[src/rtl/joycon_port_ctrl.sv]
// Serial game-controller port block: CPU strobe write latches button snapshots, reads shift them out one bit per access.
// Read data is combinational; state advances on the clock edge after the first cycle of each read access. No backpressure.
module joycon_port_ctrl #(
    parameter logic [15:0] BASE_ADDR      = 16'h4016,
    parameter int          NUM_PORTS      = 2,
    parameter int          BITS_PER_PORT  = 8,
    parameter logic        FILL_BIT       = 1'b1,
    parameter logic [7:0]  OPEN_BUS       = 8'h40,
    parameter bit          BTN_ACTIVE_LOW = 1'b1,
    parameter logic [15:0] TURBO_HALF     = 16'd2
) (
    input  logic                               clk,
    input  logic                               rst,
    input  logic [15:0]                        cpu_addr,
    input  logic [7:0]                         cpu_wdata,
    input  logic                               cpu_write_en,
    input  logic                               cpu_read_en,
    output logic [7:0]                         cpu_rdata,
    output logic                               cpu_rd_hit,
    input  logic [NUM_PORTS*BITS_PER_PORT-1:0] btn_in,
    input  logic [NUM_PORTS*2-1:0]             turbo_en
);
    localparam int             CW       = $clog2(BITS_PER_PORT + 1);
    localparam int             NB       = NUM_PORTS * BITS_PER_PORT;
    localparam logic [CW-1:0]  CNT_FULL = CW'(BITS_PER_PORT);

    logic                     r_strobe;
    logic [BITS_PER_PORT-1:0] r_sr  [NUM_PORTS];
    logic [CW-1:0]            r_cnt [NUM_PORTS];
    logic [15:0]              r_turbo_cnt;
    logic                     r_turbo_phase;
    logic                     r_prev_hit;
    logic                     r_prev_port;

    logic [NB-1:0]            w_press;
    logic [NB-1:0]            w_masked;
    logic [NUM_PORTS-1:0]     w_adv;
    logic                     w_wr_hit;
    logic                     w_hit;
    logic                     w_port;
    logic                     w_bit;
    logic                     w_unused_wdata;

    assign w_press        = BTN_ACTIVE_LOW ? ~btn_in : btn_in;
    assign w_wr_hit       = cpu_write_en && (cpu_addr == BASE_ADDR);
    assign w_unused_wdata = ^cpu_wdata[7:1];

    // Turbo suppresses A/B during the low half of the turbo phase.
    always_comb begin
        w_masked = w_press;
        for (int p = 0; p < NUM_PORTS; p++) begin
            if (turbo_en[2*p] && !r_turbo_phase)
                w_masked[p*BITS_PER_PORT] = 1'b0;
            if (turbo_en[2*p+1] && !r_turbo_phase)
                w_masked[p*BITS_PER_PORT+1] = 1'b0;
        end
    end

    // A hit held at the same port is one access; a colliding strobe write blocks the advance.
    always_comb begin
        w_adv  = '0;
        w_hit  = 1'b0;
        w_port = 1'b0;
        w_bit  = FILL_BIT;
        for (int p = 0; p < NUM_PORTS; p++) begin
            if (cpu_read_en && (cpu_addr == BASE_ADDR + 16'(p))) begin
                w_hit  = 1'b1;
                w_port = 1'(p);
                if (r_cnt[p] < CNT_FULL)
                    w_bit = r_sr[p][0];
                w_adv[p] = !w_wr_hit && !(r_prev_hit && (r_prev_port == 1'(p)));
            end
        end
    end

    assign cpu_rd_hit = w_hit;
    assign cpu_rdata  = w_hit ? (OPEN_BUS | {7'b0, w_bit}) : 8'h00;

    always_ff @(posedge clk or posedge rst) begin
        if (rst) begin
            r_turbo_cnt   <= 16'd0;
            r_turbo_phase <= 1'b0;
        end else if (r_turbo_cnt == TURBO_HALF - 16'd1) begin
            r_turbo_cnt   <= 16'd0;
            r_turbo_phase <= ~r_turbo_phase;
        end else begin
            r_turbo_cnt   <= r_turbo_cnt + 16'd1;
        end
    end

    always_ff @(posedge clk or posedge rst) begin
        if (rst) begin
            r_strobe    <= 1'b0;
            r_prev_hit  <= 1'b0;
            r_prev_port <= 1'b0;
            for (int p = 0; p < NUM_PORTS; p++) begin
                r_sr[p]  <= {BITS_PER_PORT{FILL_BIT}};
                r_cnt[p] <= CNT_FULL;
            end
        end else begin
            if (w_wr_hit)
                r_strobe <= cpu_wdata[0];
            r_prev_hit  <= w_hit;
            r_prev_port <= w_port;
            for (int p = 0; p < NUM_PORTS; p++) begin
                if (r_strobe) begin
                    r_sr[p]  <= w_masked[p*BITS_PER_PORT +: BITS_PER_PORT];
                    r_cnt[p] <= '0;
                end else if (w_adv[p]) begin
                    r_sr[p] <= {FILL_BIT, r_sr[p][BITS_PER_PORT-1:1]};
                    if (r_cnt[p] != CNT_FULL)
                        r_cnt[p] <= r_cnt[p] + 1'b1;
                end
            end
        end
    end
endmodule

[config.mk]
export PLATFORM = sky130hd
export DESIGN_NAME = joycon_port_ctrl
export DESIGN_NICKNAME = d
export VERILOG_FILES = /design/src/rtl/joycon_port_ctrl.sv
export SDC_FILE = /design/constraint.sdc
export NUM_CORES = 1
export LEC_CHECK = 0
export ABC_AREA = 1
export CORE_UTILIZATION = 43
export CTS_BUF_LIST = sky130_fd_sc_hd__clkbuf_2
export DETAILED_ROUTE_END_ITERATION = 12
export GPL_ROUTABILITY_DRIVEN = 0
export PLACE_DENSITY = 0.72
export SLEW_MARGIN = 20
export SYNTH_ARGS = -nofsm -noshare
export SYNTH_HDL_FRONTEND = slang
export SYNTH_SLANG_ARGS = --single-unit
[constraint.sdc]
create_clock -name clk -period 1.7 [get_ports clk]
set_input_delay 0.17 -clock clk [delete_from_list [all_inputs] [get_ports clk]]
set_output_delay 0.17 -clock clk [all_outputs]
set_load 0.05 [all_outputs]
Word-level counts from Yosys, hierarchy flattened
Cells that the tools add are included.
Widths: inputs -> output; s select.
{"block": "totals", "reg_bits": 44, "input_bits": 48, "out_inout_bits": 9, "elab_cells": 68}
{"block": "op_classes", "n_addsub": 3, "order_cmp": 2, "eq_ne": 5, "muxes": 25, "n_bitwise": 3, "n_reduce_logical": 21}
{"cell": "$eq 16x15->1 const B", "count": 2}
{"cell": "$mux 8", "count": 4}
{"cell": "$mux 4", "count": 6}
{"cell": "$add 16x1->16 const B", "count": 1}
{"cell": "$eq 16x1->1 const B", "count": 1}
{"cell": "$mux 16", "count": 1}
{"cell": "$not 16->16", "count": 1}
{"cell": "$mux 1", "count": 13}
{"cell": "$logic_and 1x1->1", "count": 11}
{"cell": "$add 4x1->4 const B", "count": 2}
{"cell": "$lt 4x4->1 const B", "count": 2}
{"cell": "$ne 4x4->1 const B", "count": 2}
{"cell": "$reduce_bool 2->1", "count": 4}
{"cell": "$mux 7", "count": 1}
{"cell": "$logic_not 1->1", "count": 4}
{"cell": "$reduce_and 2->1", "count": 2}
{"cell": "$not 1->1", "count": 2}

Longest topological paths before layout
Gate-level depths: netlist of the first run.
{"block": "logic_depth", "word_depth": 7, "depth_mapped": 9}

Worst setup path after synthesis of the first run
OpenSTA, ideal clock, no wires.
{"block": "synth_timing", "kind": "input to output", "from": "input port cpu_addr[5]", "to": "output port cpu_rdata[0]", "arrival_ps": 1763, "required_ps": 1530, "setup_slack_ps": -233, "path_stages": 7, "n_path_buf": 0, "cell_sequence": "nor2_2 -> nand3_1 -> nor2_4 -> nand3_1 -> nand2_1 -> nand2_1 -> nor2_1"}
{"item": "start: declaration", "line": "14", "rtl": "input logic [15:0] cpu_addr,"}
{"item": "$eq 16x15->1", "line": "66", "rtl": "if (cpu_read_en && (cpu_addr == BASE_ADDR + 16'(p))) begin"}
{"item": "$logic_and 1x1->1", "line": "66"}
{"item": "$mux 1", "line": "66"}
{"item": "$mux 1 *", "line": "66"}
{"item": "via cpu_rd_hit", "line": "19", "rtl": "output logic cpu_rd_hit,"}
{"item": "$mux 7 *", "line": "77", "rtl": "assign cpu_rdata = w_hit ? (OPEN_BUS | {7'b0, w_bit}) : 8'h00;"}
{"item": "end: declaration", "line": "18", "rtl": "output logic [7:0] cpu_rdata,"}
The timed path passes the listed nets; every way through them passes the cells marked *.

Worst setup path in the final report of the first run
{"block": "layout_timing", "from": "register r_cnt[3] (netlist name)", "to": "output port cpu_rdata[0]"}
{"block": "layout_between", "elab_chain_len": 4}
{"item": "start: declaration", "line": "29", "rtl": "logic [CW-1:0] r_cnt [NUM_PORTS];"}
{"item": "start signal: indexed assignment", "line": "112", "rtl": "r_cnt[p] <= r_cnt[p] + 1'b1;"}
{"item": "$lt 4x4->1", "line": "69", "rtl": "if (r_cnt[p] < CNT_FULL)"}
{"item": "$mux 1", "line": "69"}
{"item": "$mux 1", "line": "66"}
{"item": "$mux 7", "line": "77"}
Every way passes these cells.

==> out/results.txt, run 1 <==
Area Overhead vs Synth = 28.2%
GRT Util Overall = 18.3%
I/O pins = 57
f_max = 0.616 GHz
Final min period = 1620 ps
TritonCTS buffer count = 5
largest net degree at the start of global routing = 45
cells after synthesis = 318
Slew Limit Fails = 0
Core ar. = 5610 sq um
die area = 6220 sq um
mean area per synthesized cell = 8.00 sq um
VDD IR max = 0.357 mV
number of synthesis warnings = 0
r2r startpoint = r_turbo_cnt[0]
Crit. Startpoint = r_cnt[3]
reg2reg setup slack = 170 ps
RSZ-0062 raised after global routing = true
drt pass-1 iters = 4
Die Ht = 78.9 um
outcome = completed
initial core utilization = 45.3%
Final period util = 95.4%
Detailed Route WL = 5160 um
post-synth cell types = 36
max-cap viol count = 0
Worst Path Max Fanout = 4
Final HPWL DP = 3770 um
ys flop type = dfrtp_1
fin util = 58.1%
hold buffers post-CTS = 0
Critical Path End = cpu_rdata[0]
clock sinks = 44
WL/cell = 11.5 um
IO buf count = 43
H-Tree Depth = 2
Die W = 78.9 um
first-pass GRT wire length = 8940 um
antenna diode count = 0
CTS tree = built
fraction of registers with async set/reset = 100%
Worst Path Required = 1530 ps
Pwr per Cell Area = 527 nW/um^2
#FFs+latches synth = 44
Internal Pwr Total = 0.00130 W
combinational power share = 11.6%
worst reg2reg endpoint = r_turbo_cnt[14]
dpl cells = 437
Rows = 27
part of the power in registers = 63.5%
clk slew on worst S/H paths = 220 ps
DRT iter0 DRCs = 85
clock buffer depth = 2
Worst Hold Class = primary input to async pin
crit path DAT = 1450 ps
root buffer cell = clkbuf_2
static leakage = 1.59 nW
global route overflow = 0
Startpoint Class = register
final net count = 430
clock skew = 24.5 ps
sequential area share after synthesis = 44.2%
initial antenna violation count = 0
non-filler cells, final = 449
Net Sw Frac = 24.5%
clock latency on the worst-skew pair = 410 ps
EDFF count, synth = 0
number of global-route vias before repair = 2078
final hold violation count = 0
final setup fails = 0
DRC viols = 0
Net Sw Power = 0.000422 W
DR vias/cell = 4.93
Crit Path Class = register to output pin
share of layout cells above drive strength 1 = 21.5%
ANT nets after route = 0
Post-Syn Area = 2540 sq um
total number of vias = 2214
CP Capture Type = output pin
length in cells of the worst reg-to-reg path = 6
Clock power frac = 24.9%
[stage by stage]
stage / setup slack (ps) / setup TNS [ps] / area, sq um / power, W / hold WS, ps
floorplan: 73.8 / 0 / 2570 / 0.00120 / 291
global placement: 7.63 / 0 / 3130 / 0.00131 / 450
detailed placement: -17.1 / -49.7 / 3130 / 0.00131 / 455
CTS: 2.41 / 0 / 3190 / 0.00174 / 87.5
global route: -23.7 / -23.7 / 3260 / 0.00180 / 88.1
finish: 77.7 / 0 / 3260 / 0.00172 / 70.1
[cell families after synthesis]
logic type / after synthesis / share of synthesized area (%)
AOI/OAI and AO/OA: 35 / 7.14
xor gates and xnor gates: 12 / 4.13
adders and majority gates: 6 / 2.95
buffers and inverters: 57 / 10.4
DFF: 44 / 44.2
other: 1 / 0.147
and+or+nand+nor: 163 / 31.0
[worst min-delay path by stage]
stage / from / end / cells past startpoint
after detailed placement: r_sr[3] / r_sr[3] / 2
after global placement: r_sr[3] / r_sr[3] / 2
after CTS: rst / r_turbo_cnt[5] / 3
after global routing: rst / r_turbo_cnt[5] / 3
after floorplan: cpu_wdata[0] / r_strobe / 2
final: rst / r_turbo_cnt[5] / 3
[final cells by class]
| type | count | area (sq um) |
|---|---|---|
| clock buffer | 7 | 35.0 |
| inverter | 43 | 161 |
| multi-input combinational | 222 | 1220 |
| tap | 72 | 90.1 |
| fill | 544 | 2350 |
| clock inverter | 1 | 3.75 |
| timing repair buffer | 60 | 619 |
| sequential | 44 | 1120 |
[cell usage after synthesis (2+ instances only)]
| cell | n | area [sq um] |
|---|---|---|
| nand2_2 | 4 | 25.0 |
| inv_1 | 40 | 150 |
| nor2_4 | 3 | 33.8 |
| nand4_1 | 7 | 43.8 |
| nand3_1 | 23 | 115 |
| nand3_2 | 2 | 20.0 |
| dfrtp_1 | 26 | 651 |
| o21ai_1 | 4 | 20.0 |
| inv_2 | 3 | 11.3 |
| nor2_2 | 4 | 25.0 |
| a21oi_1 | 6 | 30.0 |
| ha_1 | 6 | 75.1 |
| nand2_1 | 84 | 315 |
| nor4_1 | 5 | 31.3 |
| clkbuf_1 | 4 | 15.0 |
| nor3_1 | 3 | 15.0 |
| xnor2_1 | 2 | 17.5 |
| o21ai_0 | 22 | 110 |
| dfstp_2 | 18 | 473 |
| nor2_1 | 21 | 78.8 |
| xor2_1 | 10 | 87.6 |
| buf_4 | 7 | 52.6 |
[sequential cells by signal, summed over array words and instances, names as in the netlist]
name           cells
r_cnt              8
r_prev_hit         1
r_prev_port        1
r_sr              16
r_strobe           1
r_turbo_cnt       16
r_turbo_phase      1
[power groups by stage]
stage	sequential, W	clock (W)	combinational (W)
after floorplan	0.00111	0	0.0000965
after global placement	0.00111	0	0.000198
after detailed placement	0.00111	0	0.000200
after CTS	0.00109	0.000448	0.000201
after global routing	0.00110	0.000484	0.000222
final	0.00109	0.000429	0.000199
[repair_timing]
| item | 4_1_cts | 5_1_grt |
|---|---|---|
| buffers inserted | 2 | 2 |
| gates resized for setup | 4 | 19 |
| endpoints found under the setup margin | 1 | 5 |
| pin swaps | 3 | 11 |
[worst max-delay path: stages, from the launching register on]
cell and delay (ps):
dfstp_2 600, inv_1 60, nand3_1 100, nand2_2 70
nor2_4 100, buf_12 140
[routing by layer]
layer,track usage [%],wire length (um),vias to the layer above
met3,4.37,369,5
li1,-,-,1115
met5,0,0,-
met2,29.7,2330,72
met4,6.00,59,0
met1,23.9,2400,1022
[cells in the final DEF, fill, tap and decap left out, types with 2 or more instances in the layout]
| cell | count |
|---|---|
| a21oi_1 | 6 |
| buf_12 | 4 |
| buf_4 | 16 |
| clkbuf_2 | 7 |
| clkdlybuf4s50_1 | 31 |
| conb_1 | 6 |
| dfrtp_1 | 25 |
| dfstp_2 | 18 |
| dlymetal6s2s_1 | 8 |
| ha_1 | 6 |
| inv_1 | 38 |
| inv_2 | 5 |
| nand2_1 | 81 |
| nand2_2 | 7 |
| nand3_1 | 19 |
| nand3_2 | 6 |
| nand4_1 | 7 |
| nor2_1 | 19 |
| nor2_2 | 3 |
| nor2_4 | 6 |
| nor3_1 | 2 |
| nor3_2 | 2 |
| nor4_1 | 5 |
| o21ai_0 | 22 |
| o21ai_1 | 4 |
| xnor2_1 | 2 |
| xor2_1 | 10 |
(Power assumes the default switching activity.)
==> run 2: changes to the inputs <==
Settings changed: PLACE_DENSITY 0.72 to 0.67.
==> out/results.txt, run 2 (same netlist as run 1, synthesis figures left out) <==
Final period util = 96.6% (+1.2 points)
static leakage = 1.62 nW (+2.0%)
Pwr per Cell Area = 567 nW/um^2 (+7.6%)
f_max = 0.609 GHz (-1.2%)
fin area = 3310 sq um (+1.7%)
largest net degree at the start of global routing = 45 (unchanged)
global route overflow = 0 (unchanged)
total number of vias = 2191 (-1.0%)
Crit Path Class = primary input to output pin
GRT Util Overall = 18.2% (-0.063 points)
Final Power = 0.00188 W (+9.4%)
# fillers = 523 (-3.9%)
Slew Limit Fails = 0 (unchanged)
outcome = completed
antenna diode count = 0 (unchanged)
Worst Hold Class = primary input to async pin
Multi-input gate area = 1220 sq um (-0.41%)
die area = 6220 sq um (unchanged)
WHS = 87.8 ps (+17.6 ps)
Final HPWL DP = 3810 um (+1.0%)
max-cap viol count = 0 (unchanged)
r2r startpoint = r_turbo_cnt[0]
Largest regs = r_sr: 16 flops, r_turbo_cnt: 16 flops, r_cnt: 8 flops
Die W = 78.9 um (unchanged)
Core ar. = 5610 sq um (unchanged)
TritonCTS buffer count = 5 (unchanged)
reg2reg setup slack = 210 ps (+40 ps)
hold buffers post-CTS = 0 (unchanged)
final setup fails = 0 (unchanged)
Die Ht = 78.9 um (unchanged)
placed inst area = 3120 sq um (-0.24%)
final hold violation count = 0 (unchanged)
Final TNS setup = 0 ps (unchanged)
clock skew = 10.1 ps (-14.4 ps)
worst reg2reg endpoint = r_turbo_cnt[14]
number of global-route vias before repair = 2125 (+2.3%)
DRT iter0 DRCs = 83 (-2.4%)
Area Overhead vs Synth = 30.3%
Worst Path Required = 1530 ps (about the same)
CTS tree = built
crit path DAT = 1470 ps (+20 ps)
I/O pins = 57 (unchanged)
clk slew on worst S/H paths = 230 ps (about the same)
ANT nets after route = 0 (unchanged)
commonest non-fill, non-tap cells in the layout = nand2_1 (81), inv_1 (38), clkdlybuf4s50_1 (31), dfrtp_1 (25), o21ai_0 (22)
fin util = 59.1% (+0.96 points)
first-pass GRT wire length = 8980 um (+0.46%)
Rows = 27 (unchanged)
clock sinks = 44 (unchanged)
VDD IR max = 0.337 mV (-5.4%)
Worst Path Max Fanout = 2 (-2)
final net count = 434 (+0.93%)
IO buf count = 43 (unchanged)
CP Capture Type = output pin
initial core utilization = 45.3% (unchanged)
Startpoint Class = primary input
clock buffer depth = 2 (unchanged)
FF/Latch Area = 1120 sq um (unchanged)
length in cells of the worst reg-to-reg path = 6 (unchanged)
WL/cell = 11.5 um (about the same)
Final min period = 1640 ps (+19.6 ps)
clock latency on the worst-skew pair = 400 ps (about the same)
most common cell after layout, fill and taps aside = nand2_1
DR vias/cell = 4.84 (-1.9%)
share of layout cells above drive strength 1 = 22.6% (+1.1 points)
Detailed Route WL = 5200 um (+0.89%)
DRC viols = 0 (unchanged)
initial antenna violation count = 0 (unchanged)
H-Tree Depth = 2 (unchanged)
root buffer cell = clkbuf_2
drt pass-1 iters = 4 (unchanged)
[run 2: cell count changes in the layout (fill, tap and decap cells not counted), moves of 2 or more]
cell,before,now
buf_4,16,20
clkbuf_2,7,5
nor2_2,3,5
nor2_4,6,4
[run 2: layout make-up]
class / instances / area share (%)
multi-input combinational: 222 / 36.8
sequential: 44 / 34.0
clock buffer: 5 / 0.755
inverter: 43 / 4.87
tap: 72 / 2.72
clock inverter: 3 / 1.28
timing repair buffer: 64 / 19.6
[run 2: how the worst max path moves through the flow]
stage	start	end	slack [ps]
floorplan	cpu_addr[5]	cpu_rdata[0]	70
global placement	cpu_addr[14]	cpu_rdata[0]	-30
detailed placement	cpu_addr[4]	cpu_rdata[0]	-60
CTS	cpu_addr[14]	cpu_rdata[0]	3
global route	cpu_addr[5]	cpu_rdata[0]	-10
finish	cpu_addr[5]	cpu_rdata[0]	60
[run 2: repair_timing]
| item | in CTS | in global routing |
|---|---|---|
| gates resized for setup | 10 | 12 |
| pin swaps | 6 | 14 |
| setup buffers | 5 | 4 |
| endpoints found under the setup margin | 1 | 15 |
| gates cloned | 0 | 0 |
[run 2: critical path, stage by stage]
cell	delay (ps)
clkdlybuf4s50_1	410
nor2_2	120
nand3_1	100
nor2_2	150
nand2_2	90
inv_2	70
nand3_2	80
nand2_2	80
nor2_4	40
buf_12	150
[run 2: routing by layer]
layer,up-vias,share of wire (%),GRT usage (%)
li1,1119,-,-
met1,1017,48,24.0
met2,53,45,29.3
met3,2,6.1,4.71
met4,0,0.77,5.64
met5,-,0,0
[run 2: where the power goes]
group / internal [W] / leakage, nW / switching (W)
Combinational: 0.000103 / 1.04 / 0.0000948
Clock: 0.000246 / 0.0390 / 0.000344
Sequential: 0.00108 / 0.542 / 0.00000843
Total: 0.00143 / 1.62 / 0.000447
[run 2: through the flow]
step	setup WS [ps]	std cells
after global placement	-30.4	436
after detailed placement	-62.2	436
after floorplan	73.8	323
final	58.1	453
after CTS	3.44	449
after global routing	-12.9	453
==> run 3: changes to the inputs <==
Settings changed: CORE_UTILIZATION 43 to 52, CTS_CLUSTER_DIAMETER set to 60, PLACE_DENSITY 0.67 to 0.79.
==> out/results.txt, run 3 (same netlist as run 1, synthesis figures left out) <==
share of layout cells above drive strength 1 = 21.0% (-1.6 points)
IO buf count = 43 (unchanged)
fin util = 69.0% (+9.9 points)
outcome = completed
worst reg2reg endpoint = r_turbo_cnt[10]
pre-CTS setup slack = -44.5 ps (+17.7 ps)
placed inst area = 3120 sq um (about the same)
die area = 5170 sq um (-17%)
CP Capture Type = output pin
Net Sw Frac = 25.1% (+1.3 points)
final hold violation count = 0 (unchanged)
Pwr per Cell Area = 526 nW/um^2 (-7.3%)
Crit Path Class = register to output pin
Final min period = 1640 ps (-1.38 ps)
Core ar. = 4720 sq um (-16%)
commonest non-fill, non-tap cells in the layout = nand2_1 (81), inv_1 (39), clkdlybuf4s50_1 (26), dfrtp_1 (25), o21ai_0 (22)
worst setup slack after layout = 59.4 ps (+1.38 ps)
Worst Path Required = 1530 ps (about the same)
Area Overhead vs Synth = 28.1%
DRC viols = 0 (unchanged)
first-pass GRT wire length = 8360 um (-6.9%)
clock buffer depth = 2 (unchanged)
Die Ht = 71.9 um (-8.8%)
Slew Limit Fails = 0 (unchanged)
Crit. Startpoint = r_cnt[7]
clock latency on the worst-skew pair = 420 ps (+20 ps)
number of global-route vias before repair = 2028 (-4.6%)
f_max = 0.610 GHz (about the same)
WL/cell = 11.4 um (-0.84%)
crit path cell chain = nor3_2, buf_4, nor2_4, buf_12
static leakage = 1.63 nW (+0.91%)
largest net degree at the start of global routing = 45 (unchanged)
part of the power in registers = 63.8% (+5.7 points)
max-cap viol count = 0 (unchanged)
highest-delay cell along the critical path = dfstp_2
Startpoint Class = register
Worst Hold Class = primary input to async pin
total number of vias = 2168 (-1.0%)
crit path DAT = 1470 ps (about the same)
Largest regs = r_sr: 16 flops, r_turbo_cnt: 16 flops, r_cnt: 8 flops
GRT Util Overall = 20.8% (+2.6 points)
Internal Pwr Total = 0.00128 W (-10%)
Detailed Route WL = 5060 um (-2.8%)
Worst Path Max Fanout = 3 (+1)
most common cell after layout, fill and taps aside = nand2_1
combinational power share = 11.4% (+0.9 points)
initial core utilization = 53.8% (+8.5 points)
Clock power frac = 24.8% (-6.6 points)
clk slew on worst S/H paths = 220 ps (about the same)
non-filler cells, final = 444 (-2.0%)
I/O pins = 57 (unchanged)
Die W = 71.9 um (-8.8%)
global route overflow = 0 (unchanged)
Final HPWL DP = 3760 um (-1.5%)
initial antenna violation count = 0 (unchanged)
DR vias/cell = 4.88 (+0.96%)
CTS tree = built
length in cells of the worst reg-to-reg path = 7 (+1)
Critical Path End = cpu_rdata[0]
reg2reg setup slack = 180 ps (-30 ps)
# fillers = 393 (-25%)
antenna diode count = 0 (unchanged)
Final TNS setup = 0 ps (unchanged)
Final period util = 96.5% (about the same)
dpl cells = 432 (-0.92%)
Rows = 25 (-7.4%)
TritonCTS buffer count = 5 (unchanged)
ANT nets after route = 0 (unchanged)
clock skew = 25.9 ps (+15.9 ps)
root buffer cell = clkbuf_2
worst stage delay on the critical path = 620 ps (+210 ps)
VDD IR max = 0.440 mV (+30%)
drt pass-1 iters = 4 (unchanged)
final setup fails = 0 (unchanged)
fin area = 3260 sq um (-1.7%)
DRT iter0 DRCs = 135 (+63%)
final net count = 430 (-0.92%)
r2r startpoint = r_turbo_cnt[0]
clock sinks = 44 (unchanged)
RSZ-0062 raised after global routing = true
Net Sw Power = 0.000429 W (-4.0%)
H-Tree Depth = 2 (unchanged)
## run 3: changes by cell type in the layout (fill, tap and decap cells not counted), sizes merged
cell	previous run	this run
dlygate4sd2	1	0
bufinv	1	0
clkinv	1	2
buf	24	20
dlymetal6s2s	8	14
clkinvlp	1	0
clkbuf	5	6
clkdlybuf4s50	31	26
## run 3: worst max-delay path, delay by kind of cell, from the launching register on
family | cells | cell delay (ps)
simple gates | 2 | 160
buf+inv | 2 | 270
flops | 1 | 620
## run 3: final cells by class
class | count | area [sq um] | share of cell area, %
clock buffers | 6 | 30.0 | 0.922
clock inverters | 2 | 7.51 | 0.230
inverters | 43 | 161 | 4.95
multi-input cells | 222 | 1210 | 37.3
flip-flops and latches | 44 | 1120 | 34.5
well taps | 67 | 83.8 | 2.57
repair buffers | 60 | 636 | 19.5
## run 3: metal layers
| layer | GRT usage [%] | up-vias | share of wire [%] |
|---|---|---|---|
| met5 | 0 | - | 0 |
| met4 | 6.54 | 0 | 1.9 |
| met3 | 4.86 | 9 | 5.2 |
| met2 | 36.5 | 58 | 49 |
| met1 | 25.6 | 985 | 44 |
| li1 | - | 1116 | - |
## run 3: power groups by stage
stage          clock [W]  sequential, W  combinational [W]
5_1_grt         0.000473        0.00110           0.000216
2_1_floorplan          0        0.00111          0.0000965
4_1_cts         0.000440        0.00109           0.000202
3_3_place_gp           0        0.00111           0.000197
3_5_place_dp           0        0.00111           0.000201
6_report        0.000425        0.00109           0.000195
## run 3: worst min path at each step
stage                       startpoint  slack (ps)  cells after the start  endpoint
final                              rst          60                      3  r_cnt[6]
after global routing               rst          60                      3  r_cnt[6]
after CTS                          rst          70                      3  r_cnt[6]
after detailed placement       r_sr[3]         460                      2   r_sr[3]
after global placement         r_sr[3]         450                      2   r_sr[3]
after floorplan           cpu_wdata[0]         290                      2  r_strobe
## run 3: what timing repair did
action                     4_1_cts  5_1_grt
hold buffers                     0        0
setup buffers                    0        4
pin swaps                        0       16
gates resized for setup          2       23
setup endpoints to repair        1        5
## run 3: metrics by stage
step / hold WS, ps / total power [W]
final: 63.8 / 0.00171
after global routing: 63.7 / 0.00178
after CTS: 74.0 / 0.00173
after detailed placement: 457 / 0.00131
after global placement: 452 / 0.00130
after floorplan: 291 / 0.00120
